### src/rtl/load_unit_pkg.sv
// Shared definitions for the load/store path: funct3 size codes, load FSM states
// and the request legality check.
package load_unit_pkg;

  localparam logic [2:0] LB  = 3'b000;
  localparam logic [2:0] LH  = 3'b001;
  localparam logic [2:0] LW  = 3'b010;
  localparam logic [2:0] LBU = 3'b100;
  localparam logic [2:0] LHU = 3'b101;

  localparam logic [2:0] SB  = 3'b000;
  localparam logic [2:0] SH  = 3'b001;
  localparam logic [2:0] SW  = 3'b010;

  typedef enum logic [1:0] {
    IDLE = 2'd0,
    REQ  = 2'd1,
    WAIT = 2'd2,
    RESP = 2'd3
  } state_t;

  // True when the request must be answered with an error and never reach memory.
  function automatic logic load_bad(input logic [2:0] size, input logic [1:0] offset);
    logic bad;
    case (size)
      LB, LBU: bad = 1'b0;
      LH, LHU: bad = offset[0];
      LW:      bad = (offset != 2'b00);
      default: bad = 1'b1;
    endcase
    return bad;
  endfunction

endpackage

### src/rtl/load_unit_extract.sv
// Combinational byte/halfword selection from a read word, with sign or zero
// extension chosen by the load size.
module load_extract
  import load_unit_pkg::*;
(
  input  logic [31:0] rdata,
  input  logic [1:0]  offset,
  input  logic [2:0]  size,
  output logic [31:0] data
);

  logic [7:0]  bytes [4];
  logic [7:0]  byte_sel;
  logic [15:0] half_sel;

  generate
    for (genvar gi = 0; gi < 4; gi++) begin : g_byte
      assign bytes[gi] = rdata[8*gi +: 8];
    end
  endgenerate

  always_comb begin
    byte_sel = bytes[offset];
    half_sel = offset[1] ? rdata[31:16] : rdata[15:0];
    data     = '0;
    case (size)
      LB:      data = {{24{byte_sel[7]}}, byte_sel};
      LBU:     data = {24'h0, byte_sel};
      LH:      data = {{16{half_sel[15]}}, half_sel};
      LHU:     data = {16'h0, half_sel};
      LW:      data = rdata;
      default: data = '0;
    endcase
  end

endmodule

### src/rtl/load_unit.sv
// Single-outstanding load unit: validates the request, issues one word read,
// waits with a timeout, then extracts and holds the response until accepted.
module load_unit
  import load_unit_pkg::*;
#(
  parameter int TIMEOUT_CYCLES = 16
) (
  input  logic        clk,
  input  logic        rst,
  input  logic        ld_valid,
  output logic        ld_ready,
  input  logic [31:0] ld_addr,
  input  logic [2:0]  ld_size,
  output logic        rsp_valid,
  input  logic        rsp_ready,
  output logic [31:0] rsp_data,
  output logic        rsp_err,
  output logic        m_req,
  output logic [4:0]  m_addr,
  input  logic        m_gnt,
  input  logic        m_rvalid,
  input  logic [31:0] m_rdata
);

  localparam int CW = $clog2(TIMEOUT_CYCLES + 1);

  state_t          state, state_next;
  logic [1:0]      off_reg;
  logic [2:0]      size_reg;
  logic [CW-1:0]   cnt_reg;
  logic [31:0]     ext_data;
  logic            bad;
  logic            expire;
  logic            unused_addr_bits;

  assign unused_addr_bits = ^ld_addr[31:7];
  assign bad    = load_bad(ld_size, ld_addr[1:0]);
  // Last permitted wait cycle; m_rvalid in this cycle still takes priority.
  assign expire = (cnt_reg == CW'(TIMEOUT_CYCLES - 1));

  load_extract u_extract (
    .rdata  (m_rdata),
    .offset (off_reg),
    .size   (size_reg),
    .data   (ext_data)
  );

  always_ff @(posedge clk or posedge rst) begin
    if (rst) state <= IDLE;
    else     state <= state_next;
  end

  always_comb begin
    state_next = state;
    ld_ready   = 1'b0;
    m_req      = 1'b0;
    rsp_valid  = 1'b0;
    case (state)
      IDLE: begin
        ld_ready = 1'b1;
        if (ld_valid) state_next = bad ? RESP : REQ;
      end
      REQ: begin
        m_req = 1'b1;
        if (m_gnt) state_next = WAIT;
      end
      WAIT: begin
        if (m_rvalid || expire) state_next = RESP;
      end
      RESP: begin
        rsp_valid = 1'b1;
        if (rsp_ready) state_next = IDLE;
      end
      default: state_next = IDLE;
    endcase
  end

  always_ff @(posedge clk or posedge rst) begin
    if (rst) begin
      off_reg  <= '0;
      size_reg <= '0;
      m_addr   <= '0;
      cnt_reg  <= '0;
      rsp_data <= '0;
      rsp_err  <= 1'b0;
    end else begin
      if (state == IDLE && ld_valid) begin
        off_reg  <= ld_addr[1:0];
        size_reg <= ld_size;
        m_addr   <= ld_addr[6:2];
        if (bad) begin
          rsp_data <= '0;
          rsp_err  <= 1'b1;
        end
      end
      if (state == REQ && m_gnt) cnt_reg <= '0;
      if (state == WAIT) begin
        cnt_reg <= cnt_reg + 1'b1;
        if (m_rvalid) begin
          rsp_data <= ext_data;
          rsp_err  <= 1'b0;
        end else if (expire) begin
          rsp_data <= '0;
          rsp_err  <= 1'b1;
        end
      end
    end
  end

endmodule
### config.mk
export PLATFORM = sky130hd
export DESIGN_NAME = load_unit
export DESIGN_NICKNAME = d
export VERILOG_FILES = /design/src/rtl/load_unit_pkg.sv /design/src/rtl/load_unit_extract.sv /design/src/rtl/load_unit.sv
export SDC_FILE = /design/constraint.sdc
export NUM_CORES = 1
export LEC_CHECK = 0
export CAP_MARGIN = 15
export CORE_MARGIN = 2
export CORE_UTILIZATION = 35
export DETAILED_ROUTE_END_ITERATION = 8
export HOLD_SLACK_MARGIN = 0.03
export PLACE_DENSITY = 0.79
export SLEW_MARGIN = 30
export SYNTH_ARGS = -nofsm -noshare
export SYNTH_HDL_FRONTEND = slang
export SYNTH_HIERARCHICAL = 1
export SYNTH_SLANG_ARGS = --single-unit
### constraint.sdc
create_clock -name clk -period 4.6 [get_ports clk]
set_input_delay 0.92 -clock clk [delete_from_list [all_inputs] [get_ports clk]]
set_output_delay 0.92 -clock clk [all_outputs]
set_load 0.02 [all_outputs]
==> results.cfg <==
[outcome]
status = finished, final reports clean

[routing]
vias = 2328
dr.pass1.iters = 4
drcViolationCount = 0
wl_met2_mm = 3.394
wirelength_mm = 7.459
wl_met1_mm = 3.488
wl_per_cell_um = 17.11
highest_layer = met4
met3_length_um = 486
drt_iter0_markers = 194
via_per_inst = 5.339
ant_nets = 0

[synthesis]
syn_area_per_cell_um2 = 10.76
seq_area_frac_synth = 0.4525
yosysTopAreaCellShare = 0.4525
syn-cell-area_um2 = 2765
yosysWarnings = 6
yosysUniqueCellTypes = 38
netlist_instances = 257
synth_top_area_cell = dfrtp_1
ys_ff_latch = 50
syn_nets = 336
synth_area_leaders = dfrtp_1 (45%), a22o_1 (10%), mux2_2 (6.5%), mux2_1 (4.1%), a21oi_1 (3.8%)

[clock_tree]
cts_buffers = 5
cts_hold_buf = 0
htree_levels = 2
clock_latency_ns = 0.31
clk_pin_slew_ns = 0.09
cts_tree = done
cts-root-buf = clkbuf_8
cts_repair_resize_count = 0
cts_sinks = 50
cts_setup_buffers = 0
clock_path_buffers = 2

[final_layout]
largest_register_ffs = 32
num_antenna_cells = 0
nets = 412
fillers = 697
drive_gt1_frac = 0.09880
area_growth_pct = 36.79

[floorplanning]
dieArea_um2 = 8628
rows = 32
die_y_um = 92.89
start_util = 0.3597
die_w_um = 92.89
core_area_um2 = 7687
num_io_pins = 114

[sta]
slew_viol_final = 0
fin_setup_tns_ns = 0
fmax_ghz = 0.3791
period_needed_ns = 2.638
fin_crit_sh = 0.5734
max_slew_margin = 0.4582
finClkSkew_ns = 0.008034
worst_pin_slew_ns = 0.8127
setup_viol = 0
timing.final.hold_violations = 0
rsz0062_at_grt = no

[setup_path]
cp.arrival_ns = 1.72
crit_fanout = 5
path_buf_inv = 2
startpoint_type = register
critPathLaunch = state[0]
reg2reg_depth = 4
worstSetupPathDepth = 3
r2r-start = off_reg[1]
critPathSlowestCell = clkdlybuf4s50_1
worstSetupEndpointType = primary output
slowest_delay_ns = 0.64
path_delay_family = buffers and inverters
cp_cell_sequence = inv_1, ha_1, clkdlybuf4s50_1
worstReg2RegEnd = rsp_data[9]
cp.required_ns = 3.68
r2r_slack_ns = 2.38
crit_path_end = ld_ready
crit_type = register to primary output

[hold_path]
hold_class = register to register
hold_start = cnt_reg[3]

[grt]
grt_max_degree = 51
track_usage = 0.1761
antenna_found_initial = 0
overflow = 0
grt_pass1_wl_mm = 11.87
first_global_vias = 2334

[placed_design]
hpwlAfterDp_mm = 5.369
numPortBuffers = 88
gp_congestion = 0.8052

[power_and_ir_drop]
total_power_mw = 2.562
p_per_area_nw_per_um2 = 677.3
p_leak_nw = 1.598
ir_drop_mv = 0.2665

[run]
maxCapViolCount = 0
-- layout make-up --
cell class                      count  area [um2]  area share
Clock buffer                        5       68.82     0.01819
Clock inverter                      3       40.04     0.01059
Inverter                            7       28.78    0.007608
Multi-Input combinational cell    179        1370      0.3622
Sequential cell                    50        1251      0.3308
Tap cell                          102       127.6     0.03374
Timing Repair Buffer               90       895.9      0.2369
-- worst reg2reg max path, cell delays in order (launching register included) --
cell,delay (ns)
dfrtp_1,0.87
nor3_1,0.17
a22oi_1,0.64
o21ai_0,0.19
a22o_1,0.24
-- per-stage QoR --
step           cell area (um2)  hold WS, ns  utilization  std cells  setup slack [ns]
2_1_floorplan             2765       0.4426            -        257             2.157
3_3_place_gp              3667       0.4586       0.4771        428             1.823
3_5_place_dp              3674       0.4672       0.4779        428             1.782
4_1_cts                   3782       0.4802       0.4920        436             1.952
5_1_grt                   3782       0.5130       0.4920        436             1.887
6_report                  3782       0.4769       0.4920        436             1.962
-- routing by layer --
metal  vias up  GRT usage
met5         -          0
met4         0    0.04779
met3         7    0.04719
met2        80     0.2681
met1      1136     0.2475
li1       1105          -
-- power breakdown --
| group | switching, mW | leakage [nW] | internal [mW] |
|---|---|---|---|
| sequential | 0.205 | 0.652 | 0.633 |
| combinational | 0.705 | 0.888 | 0.708 |
| clock | 0.150 | 0.0579 | 0.160 |
| total | 1.06 | 1.60 | 1.50 |
-- cells in the mapped netlist --
library cell   n
a222oi_1       1
mux2_4         1
o32a_1         1
nor3_1         1
o31a_4         1
mux2_2        16
inv_1          7
buf_2          4
nand2_1       28
o211ai_1       1
mux2i_1        8
o21ai_1        1
nor2b_1        5
and2_1         1
buf_1          2
ha_1           6
or2b_1         1
a22o_1        33
o22ai_1        1
nor3b_1        4
nand2_2        1
o31a_1         1
nand3_1        2
a32oi_1        1
buf_6          5
o21ai_0       17
or3_1          2
nor4_4         1
nand4_1        1
dfrtp_1       50
nand2b_1       1
a22oi_1        8
and3_1         1
mux2_1        10
clkbuf_1      10
mux4_1         1
a21oi_1       21
a2111oi_1      1
-- cell families (layout without fill, tap and decap cells) --
family | after synthesis | count (layout) | share of synthesized area
multiplexers | 36 | 36 | 0.1498
AND/OR/NAND/NOR | 49 | 49 | 0.09186
adder cells (fa/ha/maj) | 6 | 6 | 0.02715
buffers and inverters | 28 | 105 | 0.05340
flip-flops | 50 | 50 | 0.4525
AO/OA/AOI/OAI | 88 | 88 | 0.2253
-- layout by cell type (no fill, tap or decap), drive strengths merged, types with 4 or more instances in the layout --
cell type and instances:
nand2 29, mux2 27, clkdlybuf4s50 88, clkbuf 5
a22oi 8, o21ai 18, ha 6, inv 7
a22o 33, dfrtp 50, nor3b 4, nor2b 5
a21oi 21, mux2i 8
-- how the worst min path moves through the flow --
stage | end | slack (ns) | cells past startpoint
floorplan | cnt_reg[3] | 0.44 | 1
global placement | cnt_reg[3] | 0.46 | 1
detailed placement | cnt_reg[3] | 0.47 | 1
CTS | cnt_reg[3] | 0.48 | 1
global route | cnt_reg[3] | 0.51 | 1
finish | cnt_reg[3] | 0.48 | 1
(Power assumes the default switching activity.)
